**src/rtl/inst_fetch_pkg.sv**
```systemverilog
// ---------------------------------------------------------------------------
// inst_fetch_pkg
// Shared types and constants for the instruction fetch stage: reset level,
// bus widths, NOP encoding, fetch FSM state encodings and the packed slot
// type used for both the skid buffer and the IF/ID output register.
// ---------------------------------------------------------------------------
package inst_fetch_pkg;

    localparam logic RST_ENABLE  = 1'b1;
    localparam int   INST_ADDR_W = 32;
    localparam int   INST_W      = 32;

    typedef logic [INST_ADDR_W-1:0] inst_addr_t;
    typedef logic [INST_W-1:0]      inst_t;

    localparam inst_addr_t ZERO_WORD = '0;
    localparam inst_t      NOP_INST  = '0;

    typedef enum logic [1:0] {
        ST_FETCH = 2'd0,   // request outstanding
        ST_HOLD  = 2'd1,   // fetched word parked in skid buffer, no request
        ST_DROP  = 2'd2    // request outstanding, its data will be discarded
    } fetch_state_e;

    // One instruction slot: PC, instruction word and a valid flag.
    typedef struct packed {
        inst_addr_t pc;
        inst_t      inst;
        logic       valid;
    } slot_t;

    localparam slot_t EMPTY_SLOT = '{pc: ZERO_WORD, inst: NOP_INST, valid: 1'b0};

endpackage

```
**src/rtl/inst_fetch_pc_reg.sv**
```systemverilog
// ---------------------------------------------------------------------------
// pc_reg
// Fetch program counter: loads RESET_PC on reset, takes a word-aligned
// redirect target, otherwise advances by 4 when told to. Wraps silently at
// the top of the address space.
//   clk, rst      : clock, synchronous active-high reset
//   inc_i         : advance PC by 4
//   redirect_i    : load target_i (low two bits forced to zero), wins over inc_i
//   target_i      : redirect address
//   pc_o          : current fetch PC
// ---------------------------------------------------------------------------
module pc_reg
    import inst_fetch_pkg::*;
#(
    parameter inst_addr_t RESET_PC = 32'h0000_0000
) (
    input  logic       clk,
    input  logic       rst,
    input  logic       inc_i,
    input  logic       redirect_i,
    input  inst_addr_t target_i,
    output inst_addr_t pc_o
);

    inst_addr_t pc_d;
    inst_addr_t pc_q;

    // NOTE: give every always_comb output a default first so no path leaves it unassigned (no latch).
    always_comb begin
        pc_d = pc_q;
        if (redirect_i) begin
            pc_d = target_i & ~inst_addr_t'(3);
        end else if (inc_i) begin
            pc_d = pc_q + inst_addr_t'(4);   // 0xFFFF_FFFC + 4 wraps to 0
        end
    end

    // NOTE: sequential state uses non-blocking assignments only.
    always_ff @(posedge clk) begin
        if (rst == RST_ENABLE) begin
            pc_q <= RESET_PC;
        end else begin
            pc_q <= pc_d;
        end
    end

    assign pc_o = pc_q;

endmodule

```
**src/rtl/inst_fetch.sv**
```systemverilog
// ---------------------------------------------------------------------------
// inst_fetch
// Instruction fetch stage with a one-entry skid buffer and a registered
// IF/ID output. Zero-wait memory sustains one instruction per cycle.
//   clk, rst                      : clock, synchronous active-high reset
//   stall_i                       : decode cannot accept an instruction
//   branch_flag_i/branch_target_i : redirect from decode (ignored while stalled)
//   imem_req_o/imem_addr_o        : instruction memory read request/address
//   imem_ack_i/imem_data_i        : read data valid / read data
//   pc_o/inst_o/inst_valid_o      : instruction presented to decode
// ---------------------------------------------------------------------------
module inst_fetch
    import inst_fetch_pkg::*;
#(
    parameter inst_addr_t RESET_PC = 32'h0000_0000
) (
    input  logic              clk,
    input  logic              rst,
    input  logic              stall_i,
    input  logic              branch_flag_i,
    input  logic [31:0]       branch_target_i,
    output logic              imem_req_o,
    output logic [31:0]       imem_addr_o,
    input  logic              imem_ack_i,
    input  logic [31:0]       imem_data_i,
    output logic [31:0]       pc_o,
    output logic [31:0]       inst_o,
    output logic              inst_valid_o
);

    fetch_state_e state_q, state_d;
    slot_t        out_q, out_d;
    slot_t        skid_q, skid_d;
    inst_addr_t   drop_addr_q, drop_addr_d;
    inst_addr_t   fetch_pc;
    logic         pc_inc;
    logic         ack;
    logic         take_branch;
    slot_t        fetched;

    pc_reg #(
        .RESET_PC (RESET_PC)
    ) u_pc_reg (
        .clk        (clk),
        .rst        (rst),
        .inc_i      (pc_inc),
        .redirect_i (take_branch),
        .target_i   (branch_target_i),
        .pc_o       (fetch_pc)
    );

    // An ack only counts against a live request; this also drops any ack
    // for a request abandoned by reset.
    assign ack         = imem_ack_i && imem_req_o;
    assign take_branch = branch_flag_i && !stall_i;
    assign fetched     = '{pc: fetch_pc, inst: imem_data_i, valid: 1'b1};

    // State register (plus datapath flops).
    always_ff @(posedge clk) begin
        if (rst == RST_ENABLE) begin
            state_q     <= ST_FETCH;
            out_q       <= EMPTY_SLOT;
            skid_q      <= EMPTY_SLOT;
            drop_addr_q <= ZERO_WORD;
        end else begin
            state_q     <= state_d;
            out_q       <= out_d;
            skid_q      <= skid_d;
            drop_addr_q <= drop_addr_d;
        end
    end

    // Next-state logic.
    always_comb begin
        state_d = state_q;
        unique case (state_q)
            ST_FETCH: begin
                if (take_branch) begin
                    // Without a same-cycle ack the old request is still in flight.
                    state_d = ack ? ST_FETCH : ST_DROP;
                end else if (ack && stall_i) begin
                    state_d = ST_HOLD;
                end
            end
            ST_HOLD:  if (!stall_i) state_d = ST_FETCH;
            ST_DROP:  if (ack)      state_d = ST_FETCH;
            default:  state_d = ST_FETCH;
        endcase
    end

    // Datapath: IF/ID register, skid buffer, PC control.
    always_comb begin
        out_d       = out_q;
        skid_d      = skid_q;
        drop_addr_d = drop_addr_q;
        pc_inc      = 1'b0;
        if (take_branch) begin
            out_d  = EMPTY_SLOT;
            skid_d = EMPTY_SLOT;
            // Keep the address of the request being discarded on the bus.
            if (state_q == ST_FETCH) drop_addr_d = fetch_pc;
        end else if (state_q == ST_FETCH && ack) begin
            pc_inc = 1'b1;
            if (stall_i) skid_d = fetched;
            else         out_d  = fetched;
        end else if (state_q == ST_HOLD && !stall_i) begin
            out_d  = skid_q;
            skid_d = EMPTY_SLOT;
        end else if (!stall_i) begin
            out_d = EMPTY_SLOT;
        end
    end

    // Output logic.
    always_comb begin
        imem_req_o  = (state_q != ST_HOLD) && (rst != RST_ENABLE);
        imem_addr_o = (state_q == ST_DROP) ? drop_addr_q : fetch_pc;
    end

    assign pc_o         = out_q.pc;
    assign inst_o       = out_q.inst;
    assign inst_valid_o = out_q.valid;

endmodule

```
**config.mk**
```make
export PLATFORM = sky130hd
export DESIGN_NAME = inst_fetch
export DESIGN_NICKNAME = d
export VERILOG_FILES = /design/src/rtl/inst_fetch_pkg.sv /design/src/rtl/inst_fetch_pc_reg.sv /design/src/rtl/inst_fetch.sv
export SDC_FILE = /design/constraint.sdc
export NUM_CORES = 1
export LEC_CHECK = 0
export BUFFER_PORTS_ARGS = -buffer_cell sky130_fd_sc_hd__buf_2
export CAP_MARGIN = 20
export CORE_MARGIN = 10
export CORE_UTILIZATION = 40
export DETAILED_ROUTE_END_ITERATION = 10
export PLACE_DENSITY_LB_ADDON = 0.08
export SETUP_SLACK_MARGIN = 0.5
export SLEW_MARGIN = 20
export SYNTH_ARGS = -nofsm -noshare
export SYNTH_HDL_FRONTEND = slang
export SYNTH_HIERARCHICAL = 1
export SYNTH_SLANG_ARGS = --single-unit
```
**constraint.sdc**
```tcl
create_clock -name clk -period 3.78 [get_ports clk]
set_input_delay 0.189 -clock clk [delete_from_list [all_inputs] [get_ports clk]]
set_output_delay 0.189 -clock clk [all_outputs]
set_load 0.02 [all_outputs]
```
Word-level counts from Yosys, hierarchy flattened. Index checks and enable logic that the tools add are counted.

Register bits after elaboration: 196. Bits of input ports: 69. Output and inout bits: 98. Logic and storage cells: 54.

Add/subtract/negate cells: 1. Equal/unequal tests: 9. Multiplexer cells: 18. Bitwise operators: 1. Reductions and logical operators: 15.

Operator list (number): 65-bit two-way mux (7); 32-bit two-way mux (3); 32-bit by 3-bit adder with 32-bit output (second input constant) (1); 2-bit two-way mux (5); 2-bit inequality test (second input constant) (4); 1-bit logical AND (6); 2-bit case mux with 3 select lines (1); 2-bit AND reduction (3); 2-bit by 1-bit inequality test with 1-bit output (second input constant) (2); 2-bit nonzero test (2); 3-bit inequality test (second input constant) (1); 3-bit AND reduction (1); 2-bit by 1-bit == test with 1-bit output (second input constant) (1); 2-bit == test (second input constant) (1); 2-bit zero test (1); 1-bit two-way mux (2); 2-bit OR reduction (1); 1-bit zero test (1); 1-bit NOT (1).

Logic depth before layout (Yosys ltp). Gate-level depths: netlist of the first run.

Depth after elaboration: 8. Gate-level depth with buffers: 10. Gate-level depth less buffers: 6.

Modules after synthesis. The synthesis of the first run kept the hierarchy.

Modules (own cells, without submodules): inst_fetch (times used 1, cells each 644, area each 6498.7 µm², sequential area each 3283.1 µm²); pc_reg (times used 1, cells each 251, area each 1929.4 µm², sequential area each 600.6 µm²).

Worst setup path before layout of the first run. Ideal clock, no wire load.

Path kind: register to register. Start point: reg state_q[1]. End point: reg u_pc_reg.pc_q[16] (netlist: u_pc_reg/pc_o[16]). Library setup time: 0.091 ns. Arrival: 2.415 ns. Data required time: 3.689 ns. Path slack: 1.274 ns. Stages on the path, launching flop included: 10. Buffers on the path: 4. Clock period less this slack: 2.506 ns. Cells stage by stage: dfxtp_1 > buf_2 > nor4b_4 > buf_4 > buf_4 > nor2b_1 > buf_2 > nand2_1 > or4_1 > a311oi_1.

Longest elaborated chain between the ends: 7. Elaborated cells on any way between the ends: 8. Those cells by class: 1 x eq/ne; 2 x mux; 5 x reduce/logical.

RTL lines: start, declared (RTL line inst_fetch.sv:31) `fetch_state_e state_q, state_d;`; start signal, assigned (RTL line inst_fetch.sv:66) `state_q <= state_d;`; 2-bit by 1-bit inequality test with 1-bit output (RTL line inst_fetch.sv:116) `imem_req_o = (state_q != ST_HOLD) && (rst != RST_ENABLE);`; 1-bit logical AND (RTL line inst_fetch.sv:116); 1-bit logical AND (RTL line inst_fetch.sv:54) `assign ack = imem_ack_i && imem_req_o;`; 1-bit logical AND * (RTL line inst_fetch.sv:102) `end else if (state_q == ST_FETCH && ack) begin`; 1-bit two-way mux * (RTL line inst_fetch.sv:102); 1-bit two-way mux * (RTL line inst_fetch.sv:97) `if (take_branch) begin`; named net pc_inc (RTL line inst_fetch.sv:36) `logic pc_inc;`; 2-bit nonzero test (no line) *; end signal, assigned (RTL line inst_fetch_pc_reg.sv:43) `pc_q <= pc_d;`; end, declared (RTL line inst_fetch_pc_reg.sv:26) `inst_addr_t pc_q;`.

Mark *: on every way through the listed nets, which the timed path passes. The rest lies on a longest branch. A chain may end at the register's enable or synchronous reset.

Final worst setup path of the first run.
Start point: reg state_q[1]. End point: reg skid_q[7] (netlist bit).

Longest elaborated chain between the ends: 6. Elaborated cells on any way between the ends: 11. Those cells by class: 3 x eq/ne; 1 x mux; 7 x reduce/logical.

RTL lines: 2-bit by 1-bit inequality test with 1-bit output (RTL line inst_fetch.sv:116); 1-bit logical AND (RTL line inst_fetch.sv:116); 1-bit logical AND (RTL line inst_fetch.sv:54); 1-bit logical AND (RTL line inst_fetch.sv:102); 2-bit inequality test (no line) / 2-bit nonzero test (equally long branches); 2-bit AND reduction (no line); end signal, assigned (RTL line inst_fetch.sv:68) `skid_q <= skid_d;`; end, declared (RTL line inst_fetch.sv:33) `slot_t skid_q, skid_d;`.

Several ways; a longest one is shown, not always the timed one.

==> results.toml, run 1 <==
[setup_path]
cpMaxStageDelayCell = "buf_4"
cp.arrival_ps = 3080
path_cells = "nor4b_4 -> buf_4 -> and2_2 -> buf_4 -> a32o_1"
reg2reg_slack_ps = 1070
critPathMaxStageDelay_ps = 680
startpoint_type = "flop"
cp-end-kind = "flop"
cpMostUsedCell = "buf_4"
rr_worst_depth = 5
path_class = "reg2reg"
worstPathRequired_ps = 4150
path_max_fanout = 67

[routing]
firstDrtPassIters = 5
vias_per_cell = 5.73
drt-initial-drc-count = 662
avgRoutedWirePerCell_microns = 19.7
drc = 0
routed_wl_microns = 26300
antenna_left = 0
num_vias = 7621

[clock_network]
cts_tree = "built"
clk_pin_slew_ps = 70
clkSinkCount = 194
postCtsSetupRepairBufs = 0
cts_buffers = 17
clock_path_buffers = 2
cts-resized-gates = 0
clock_latency_ps = 430
root_buffer = "clkbuf_16"
hold_buffers = 34
htree_levels = 4

[global_routing]
grt_pass1_wl_microns = 41000
antenna_found_initial = 0
grt_max_degree = 84
grt.total_usage_pct = 18.8
overflow = 0
first_global_vias = 7231

[timing]
drv_slew = 0
fin_crit_sh_pct = 71.8
clock.fmax_mhz = 368
rsz0062_at_grt = "false"
finalSetupViolCount = 0
hold_violations = 0
clock_skew_ps = 10.9
setup_tns_ps = 0
slew_headroom_pct = 38.1
worst_slew_pin_slew_ps = 929
period_minus_slack_ps = 2710
timing.hold.ws_ps = 35.2

[placement]
place_congestion = 0.777
dp_hpwl_microns = 16600
dpl_cell_area_sq_um = 9360
portBuffers = 164
placed_cells = 1265

[final_layout]
fin_cells = 1331
antennaDiodeCount = 0
nFillCells = 2019
finalNetCount = 1113
syn_to_final_growth_pct = 22.1
drive_above_1_share_pct = 25.1
finalInstanceArea_sq_um = 10300

[power]
power_switching_mw = 1.27
seqPwrFrac_pct = 48.7
p_per_area_nw_per_um2 = 441
p_comb_share_pct = 11.6
leakage_nw = 3.91
finalPower_mw = 4.54
pwr-share-clk_pct = 39.7
switching_share_pct = 27.9
ir_drop_mv = 0.301
p_int_mw = 3.28

[synthesis]
syn_area_sq_um = 8430
yosysSeqAreaShare_pct = 46.1
synth_edf_count = 0
synth_area_leader_cell = "dfxtp_1"
avgSynthCellArea_sq_um = 9.42
async_flop_share_pct = 0
yosysWarnings = 6
yosys.area.top_type_share_pct = 46.1
syn_inst = 895
synthTopCellsByArea = "dfxtp_1 (46%), a32o_1 (7.6%), a21oi_1 (4.5%)"
ys_ff_latch = 194
synth_ff_type = "dfxtp_1"
ys_types = 64

[job]
max_cap_viol_count = 0

[min_path]
hold-path-cell-count = 3
hp-class = "in2reg"

[floorplan]
die_y_microns = 165
row_count = 53
dieWidth_microns = 165
start_util_pct = 40.3
ios = 167
die_area_sq_um = 27300
core_sq_um = 20900

[status]
status = "complete, no violations"
[cell usage after synthesis (3+ instances only)]
library cell,count
dfxtp_1,194
a311oi_1,7
nand2_1,88
nor3b_1,7
a221oi_1,35
a21oi_1,75
or4_1,4
a22oi_1,29
nand3b_1,29
nor3_1,41
xnor2_1,6
xor2_1,5
mux2_2,31
a2111oi_0,3
and3_1,8
o21ai_0,5
nor2b_1,41
nor4_1,11
buf_1,4
nand4_1,16
buf_2,32
a32o_1,64
nor2_1,28
and2_1,3
buf_4,15
clkbuf_1,38
a211oi_1,12
inv_1,6
o211ai_1,3
nand3_1,13
[worst max-delay path: cells and delay by family (launching register included)]
family                 cells  cell delay (ps)
buffers and inverters      2             1070
AND/OR/NAND/NOR            2              900
flip-flops                 1              460
AO/OA/AOI/OAI              1              170
[worst paths after layout]
path                               startpoint                             end
setup / recovery      state_q[1]$_SDFFE_PP0P_          skid_q[7]$_SDFFE_PP0P_
hold / removal            branch_target_i[11]  u_pc_reg/pc_o[11]$_SDFFE_PP0P_
setup reg to reg      state_q[1]$_SDFFE_PP0P_          skid_q[7]$_SDFFE_PP0P_
hold reg to reg   drop_addr_q[6]$_SDFFE_PP0P_     drop_addr_q[6]$_SDFFE_PP0P_
[placed cells by master (no fill, tap or decap), drive strengths merged, types with 5 or more instances in the layout]
cell / n
dfxtp: 194
inv: 10
buf: 183
nand3b: 29
and3: 9
xor2: 5
nor4: 12
clkbuf: 18
a211oi: 12
a22oi: 29
o21ai: 5
nor2: 28
nand3: 15
dlygate4sd3: 34
nand4: 16
a21oi: 75
a221oi: 35
mux2: 32
a311oi: 7
clkinv: 8
a32o: 64
nand2: 88
nor3: 42
nor2b: 42
xnor2: 6
nor3b: 8
[state kept, by name (all words and copies together) (netlist names)]
name and flops:
drop_addr_q 32, inst_o 32, pc_o 32, skid_q 65, state_q 2, u_pc_reg/pc_o 30, inst_valid_o 1
[metal layers]
layer  wire length, microns  up-vias  global-route usage [%]  part of all wire, %
met4                    315        0                    5.39                  1.2
met5                      0        -                       0                    0
met3                   1540       20                    3.47                  5.9
li1                       -     3666                       -                    -
met1                  12300     3708                    25.3                   47
met2                  12100      227                    29.9                   46
[power by group through the flow]
stage	combinational (mW)	sequential (mW)	clock [mW]
2_1_floorplan	0.314	2.25	0
5_1_grt	0.578	2.22	1.94
3_5_place_dp	0.502	2.26	0
6_report	0.528	2.21	1.80
4_1_cts	0.531	2.21	1.85
3_3_place_gp	0.502	2.26	0
[per-stage QoR]
| step | util, % | worst slack [ps] |
|---|---|---|
| global placement | 44.8 | 1100 |
| finish | 49.3 | 1070 |
| detailed placement | 44.8 | 1100 |
| global route | 49.3 | 902 |
| floorplan | - | 1270 |
| CTS | 49.3 | 1080 |
[kinds of logic after synthesis]
group                      Yosys count  share of synthesized area [%]
AOI/OAI and AO/OA                  244                           22.0
xor gates and xnor gates            11                           1.14
adders and majority gates            1                          0.148
buffers and inverters               96                           5.42
DFF                                194                           46.1
muxes                               33                           4.39
other                                1                         0.0445
and+or+nand+nor                    315                           20.8
[layout make-up]
cell class	instances	area, sq um	area share [%]
clock inverters	14	150	1.46
flip-flops and latches	194	3880	37.7
repair buffers	217	1320	12.8
clock buffers	18	439	4.27
multi-input cells	606	4130	40.1
inverters	7	26.3	0.255
well taps	275	344	3.34
No activity file was read; power rests on OpenSTA's default activity.
==> run 2, diff against run 1 <==
- ABC_AREA: unset -> 1
- clock period: 3.78 -> 2.2 ns (I/O delays scaled with it)
==> run 2 against run 1 <==
Net effect:
- flip-flop and latch count stayed put
- core utilization is 3.9 points higher
- cell area is 18% higher
- area after synthesis is 11% higher
- setup slack worse by 540 ps
- routed wire length is 12% higher
- critical path type is now reg2out
- largest cell class unchanged
- largest power group unchanged
- highest routed layer unchanged
==> results.toml, run 2 <==
[power]
ir_drop_mv = 0.477
p_int_mw = 5.98
power_switching_mw = 2.40
p_comb_share_pct = 15.8
leakage_nw = 5.48
seqPwrFrac_pct = 45.5
p_per_area_nw_per_um2 = 690
finalPower_mw = 8.38
switching_share_pct = 28.6
pwr-share-clk_pct = 38.7

[synthesis]
yosysSeqAreaShare_pct = 41.5
synth_top_family_by_area = "simple AND/OR/NAND/NOR gates"
ys_types = 31
yosysWarnings = 6
synth-xor-area-share_pct = 0.468
synth_top_cells_by_count = "nor2_1 (314), nand2_1 (203), dfxtp_1 (194)"
synth_most_common_cell = "nor2_1"
synthTopCellsByArea = "dfxtp_1 (41%), nor2_1 (13%), nand2_1 (8.1%)"
yosys.area.top_type_share_pct = 41.5
ys_ff_latch = 194
syn_area_sq_um = 9360
async_flop_share_pct = 0
synth_ff_type = "dfxtp_1"
synthMuxAreaShare_pct = 0
synth_compound_area_share_pct = 16.7
syn_inst = 1422
yosys.area_share.simple_pct = 29.1
synthAdderAreaFrac_pct = 0.134
avgSynthCellArea_sq_um = 6.58
synth_edf_count = 0
synth_area_leader_cell = "dfxtp_1"

[setup_path]
path_cells = "inv_6 -> buf_12 -> nand2_4 -> buf_6 -> nor2_1 -> a21oi_2 -> buf_6"
path_class = "reg2out"
cp.arrival_ps = 1570
cpMaxStageDelayCell = "dfxtp_4"
cpMostUsedCell = "buf_6"
critPathMaxStageDelay_ps = 390
critPathBufInv = 4
path_max_fanout = 5
startpoint_type = "flop"
critical_path.top_delay_family = "buffers and inverters"
worstPathRequired_ps = 2090
cp-end-kind = "primary output"

[clock_network]
cts_buffers = 17
clk_pin_slew_ps = 80
clock_latency_ps = 440
clkSinkCount = 194
htree_levels = 4
cts_tree = "built"
clock_path_buffers = 2
root_buffer = "clkbuf_16"

[routing]
firstDrtPassIters = 5
avgRoutedWirePerCell_microns = 15.3
drt-initial-drc-count = 609
vias_per_cell = 4.85
drc = 0
routed_wl_microns = 29500
antenna_left = 0
num_vias = 9322

[final_layout]
finalNetCount = 1667
syn_to_final_growth_pct = 29.8
drive_above_1_share_pct = 20.0
largest-register = "skid_q"
regArea_sq_um = 3890
final_common_cell = "nor2_1"
layout_common_cells = "nor2_1 (296), nand2_1 (201), dfxtp_1 (190)"
largest_reg_flops = 65
nFillCells = 2343
fin_cells = 1924
multi_input_area_sq_um = 4610
finalInstanceArea_sq_um = 12200

[floorplan]
ios = 167
dieWidth_microns = 173
start_util_pct = 41.0
die_y_microns = 173
core_sq_um = 22800
row_count = 55
die_area_sq_um = 29900

[timing]
fin_crit_sh_pct = 76.2
drv_slew = 0
period_minus_slack_ps = 1680
clock_skew_ps = 11.1
worst_slew_pin_slew_ps = 561
slew_headroom_pct = 62.6
rsz0062_at_grt = "true"
fin_ws_ps = 524
clock.fmax_mhz = 597
finalSetupViolCount = 0
hold_violations = 0
setup_tns_ps = 0

[global_routing]
grt_max_degree = 86
grt.total_usage_pct = 19.0
overflow = 0
grt_pass1_wl_microns = 47200
antenna_found_initial = 1
first_global_vias = 8726

[placement]
pre_cts_ws_ps = 312
dp_hpwl_microns = 18700
dpl_cell_area_sq_um = 10500
portBuffers = 164
place_congestion = 0.860
placed_cells = 1837

[min_path]
hp-class = "in2reg"

[status]
status = "complete, no violations"

[job]
max_cap_viol_count = 0
run 2: changes by cell type in the layout (fill, tap and decap cells not counted), sizes merged, moves of 29 or more:
cell and change:
o21ai +128, a31oi +40, a221oi -34, nand3 +85, nor2b -42, nand3b -29
a32o -64, nand2 +127, nor2 +299, mux2 -32, nor3 -41, inv +190
run 2: cell families (layout without fill, tap and decap cells):
kind of cell,Yosys count,count (layout)
buffers and inverters,285,471
xor gates and xnor gates,5,5
other,1,3
adders and majority gates,1,1
AOI/OAI and AO/OA,288,288
DFF,194,194
and+or+nand+nor,648,649
run 2: final cells by class:
cell class	instances	share of cell area [%]
Timing Repair Buffer	241	15.6
Clock buffer	20	3.76
Multi-Input combinational cell	945	37.9
Sequential cell	194	32.0
Inverter	197	6.19
Antenna cell	1	0.0206
Clock inverter	12	1.20
Timing Repair inverter	1	0.0618
Tap cell	313	3.22
run 2: layer usage:
| metal | up-vias | share of wire (%) | GRT usage, % |
|---|---|---|---|
| li1 | 4834 | - | - |
| met3 | 28 | 4.1 | 3.96 |
| met5 | - | 0 | 0 |
| met4 | 0 | 1.5 | 4.96 |
| met2 | 170 | 47 | 30.6 |
| met1 | 4290 | 48 | 25.3 |
run 2: final timing paths:
check        cells after the start  slack [ps]                    start                      end
max                              7         520  state_q[0]$_SDFFE_PP0P_          imem_addr_o[28]
min                              5          20          imem_data_i[17]  inst_o[17]$_SDFFE_PP0P_
min reg2reg                      2         480  skid_q[55]$_SDFFE_PP0P_    pc_o[22]$_SDFFE_PP0P_
max reg2reg                      9         580  state_q[0]$_SDFFE_PP0P_  skid_q[47]$_SDFFE_PP0P_
run 2: timing repair:
action | CTS | global route
endpoints found under the setup margin | 116 | 97
gates resized for setup | 55 | 64
cloned | 4 | 3
endpoints found under the hold margin | 44 | 0
buffers inserted | 4 | 5
hold buffers | 38 | 0
pin swaps | 1 | 2
run 2: through the flow:
step	hold WS, ps	util [%]
after floorplan	189	-
after global placement	363	45.9
after detailed placement	365	45.9
after CTS	0.427	51.7
after global routing	11.0	53.2
final	19.7	53.2
run 2: power groups by stage:
stage                     Sequential [mW]  Combinational [mW]  Clock [mW]
final                                3.81                1.32        3.24
after global routing                 3.84                1.47        3.47
after CTS                            3.81                1.26        3.34
after detailed placement             3.89                1.13           0
after global placement               3.89                1.12           0
after floorplan                      3.93               0.687           0
run 2: worst min-delay path, delay by kind of cell:
family | cells | cell delay [ps]
and+or+nand+nor | 3 | 160
buffers and inverters | 2 | 130
==> run 3, diff against run 2 <==
- clock period: 2.2 -> 1.7 ns (I/O delays scaled with it)
==> run 3 against run 2 <==
Net effect:
- count of clock-buffer cells in the layout shrank 2
- sequential power increased by 30%
- sequential share of layout area is 4.9 points lower
- highest routed layer unchanged
==> results.toml, run 3 (synthesized netlist as in run 2, its figures left out) <==
[timing]
clock.fmax_mhz = 607
hold_violations = 0
setup_tns_ps = 0
rsz0062_at_grt = "true"
finalSetupViolCount = 0
drv_slew = 0
period_minus_slack_ps = 1650
clock_skew_ps = 14.9
fin_crit_sh_pct = 96.9

[job]
max_cap_viol_count = 0

[status]
status = "complete, no violations"

[final_layout]
drive_above_1_share_pct = 32.8
syn_to_final_growth_pct = 54.5
largest_reg_flops = 65
layout_common_cells = "nor2_1 (215), nand2_1 (196), inv_1 (181)"
final_common_cell = "nor2_1"
largest-register = "skid_q"
finalNetCount = 1752

[setup_path]
startpoint_type = "flop"
cp.arrival_ps = 1560
rr_worst_depth = 10
cpMaxStageDelayCell = "dfxtp_4"
worstPathRequired_ps = 1620
reg2reg_slack_ps = 90
path_cells = "inv_6 -> nand2_8 -> buf_12 -> nor2_4 -> a21oi_4 -> buf_6"
path_max_fanout = 8
r2r_start = "state_q[0]$_SDFFE_PP0P_"
cp-end-kind = "primary output"
path_class = "reg2out"
rr_endpoint = "u_pc_reg/pc_o[20]$_SDFFE_PP0P_"
critPathMaxStageDelay_ps = 370

[routing]
avgRoutedWirePerCell_microns = 16.7
firstDrtPassIters = 5
num_vias = 10068
antenna_left = 0
routed_wl_microns = 33500
drc = 0
drt-initial-drc-count = 587
vias_per_cell = 5.02

[clock_network]
htree_levels = 4
root_buffer = "clkbuf_16"
clock_path_buffers = 2
clk_pin_slew_ps = 70
clkSinkCount = 194
cts_tree = "built"
clock_latency_ps = 440
cts_buffers = 17

[floorplan]
row_count = 55
dieWidth_microns = 173
core_sq_um = 22800
die_area_sq_um = 29900
die_y_microns = 173
ios = 167
start_util_pct = 41.0

[power]
ir_drop_mv = 0.672
leakage_nw = 6.28
finalPower_mw = 11.8
p_per_area_nw_per_um2 = 815

[min_path]
hp-class = "in2reg"
hp-start = "branch_target_i[14]"
hold-path-cell-count = 3
min_to = "u_pc_reg/pc_o[14]$_SDFFE_PP0P_"

[global_routing]
grt_max_degree = 65
overflow = 0
first_global_vias = 9621
grt_pass1_wl_microns = 51800
grt.total_usage_pct = 20.9
antenna_found_initial = 1

[placement]
dp_hpwl_microns = 19100
place_congestion = 0.850
portBuffers = 164
[run 3: cell types whose count changed in the layout (fill, tap and decap cells not counted), moves of 16 or more]
| cell | change |
|---|---|
| buf_6 | +30 |
| nor2_2 | +21 |
| a22oi_2 | +16 |
| nand3_2 | +22 |
| nand3_1 | -24 |
| nor2_4 | +61 |
| a22oi_1 | -16 |
| nor2_1 | -81 |
| dfxtp_1 | -18 |
[run 3: how the worst max path moves through the flow]
stage | start | slack, ps | to
after global routing | state_q[0]$_SDFFE_PP0P_ | 20 | imem_addr_o[0]
final | state_q[0]$_SDFFE_PP0P_ | 50 | imem_addr_o[0]
after detailed placement | state_q[1]$_SDFFE_PP0P_ | 110 | u_pc_reg/pc_o[12]$_SDFFE_PP0P_
after floorplan | state_q[1]$_SDFFE_PP0P_ | 270 | u_pc_reg/pc_o[23]$_SDFFE_PP0P_
after global placement | state_q[0]$_SDFFE_PP0P_ | 140 | u_pc_reg/pc_o[3]$_SDFFE_PP0P_
after CTS | state_q[0]$_SDFFE_PP0P_ | 80 | imem_addr_o[0]
[run 3: stage by stage]
step	hold WS [ps]	worst slack [ps]	utilization [%]	area (sq um)	cells
finish	3.87	52.0	63.3	14500	2006
global placement	334	140	47.2	10800	1846
floorplan	156	269	-	9590	1423
detailed placement	336	108	47.2	10800	1846
CTS	0.306	85.0	59.4	13600	1984
global route	8.28	16.7	63.3	14500	2006
[run 3: timing repair]
action,in CTS,in global routing
resized for setup,240,162
hold buffers,52,1
setup buffers,37,11
cloned,20,9
setup endpoints to repair,194,227
endpoints found under the hold margin,59,1
pin swaps,51,48
[run 3: layer usage]
metal  vias up  wire length, microns  global-route usage [%]
met1      4749                 15300                    27.2
met5         -                     0                       0
met4         0                   721                    6.58
li1       5034                     -                       -
met3        41                  1580                    4.53
met2       244                 15800                    33.9
[run 3: area by class of cell]
class,instances,area (sq um)
Fill cell,2024,8380
Antenna cell,1,2.50
Sequential cell,194,3930
Clock inverter,11,201
Timing Repair Buffer,323,3190
Timing Repair inverter,3,43.8
Inverter,197,763
Clock buffer,18,439
Multi-Input combinational cell,946,5500
Tap cell,313,392
[run 3: worst max-delay path, delay by kind of cell, from the launching register on]
family,cells,cell delay (ps)
buffers and inverters,3,380
AND/OR/NAND/NOR,2,220
flip-flops,1,370
AO/OA/AOI/OAI,1,170
[run 3: where the power goes]
| group | internal [mW] | switching [mW] |
|---|---|---|
| logic | 1.02 | 1.31 |
| clock network | 2.65 | 1.85 |
| registers | 4.78 | 0.171 |
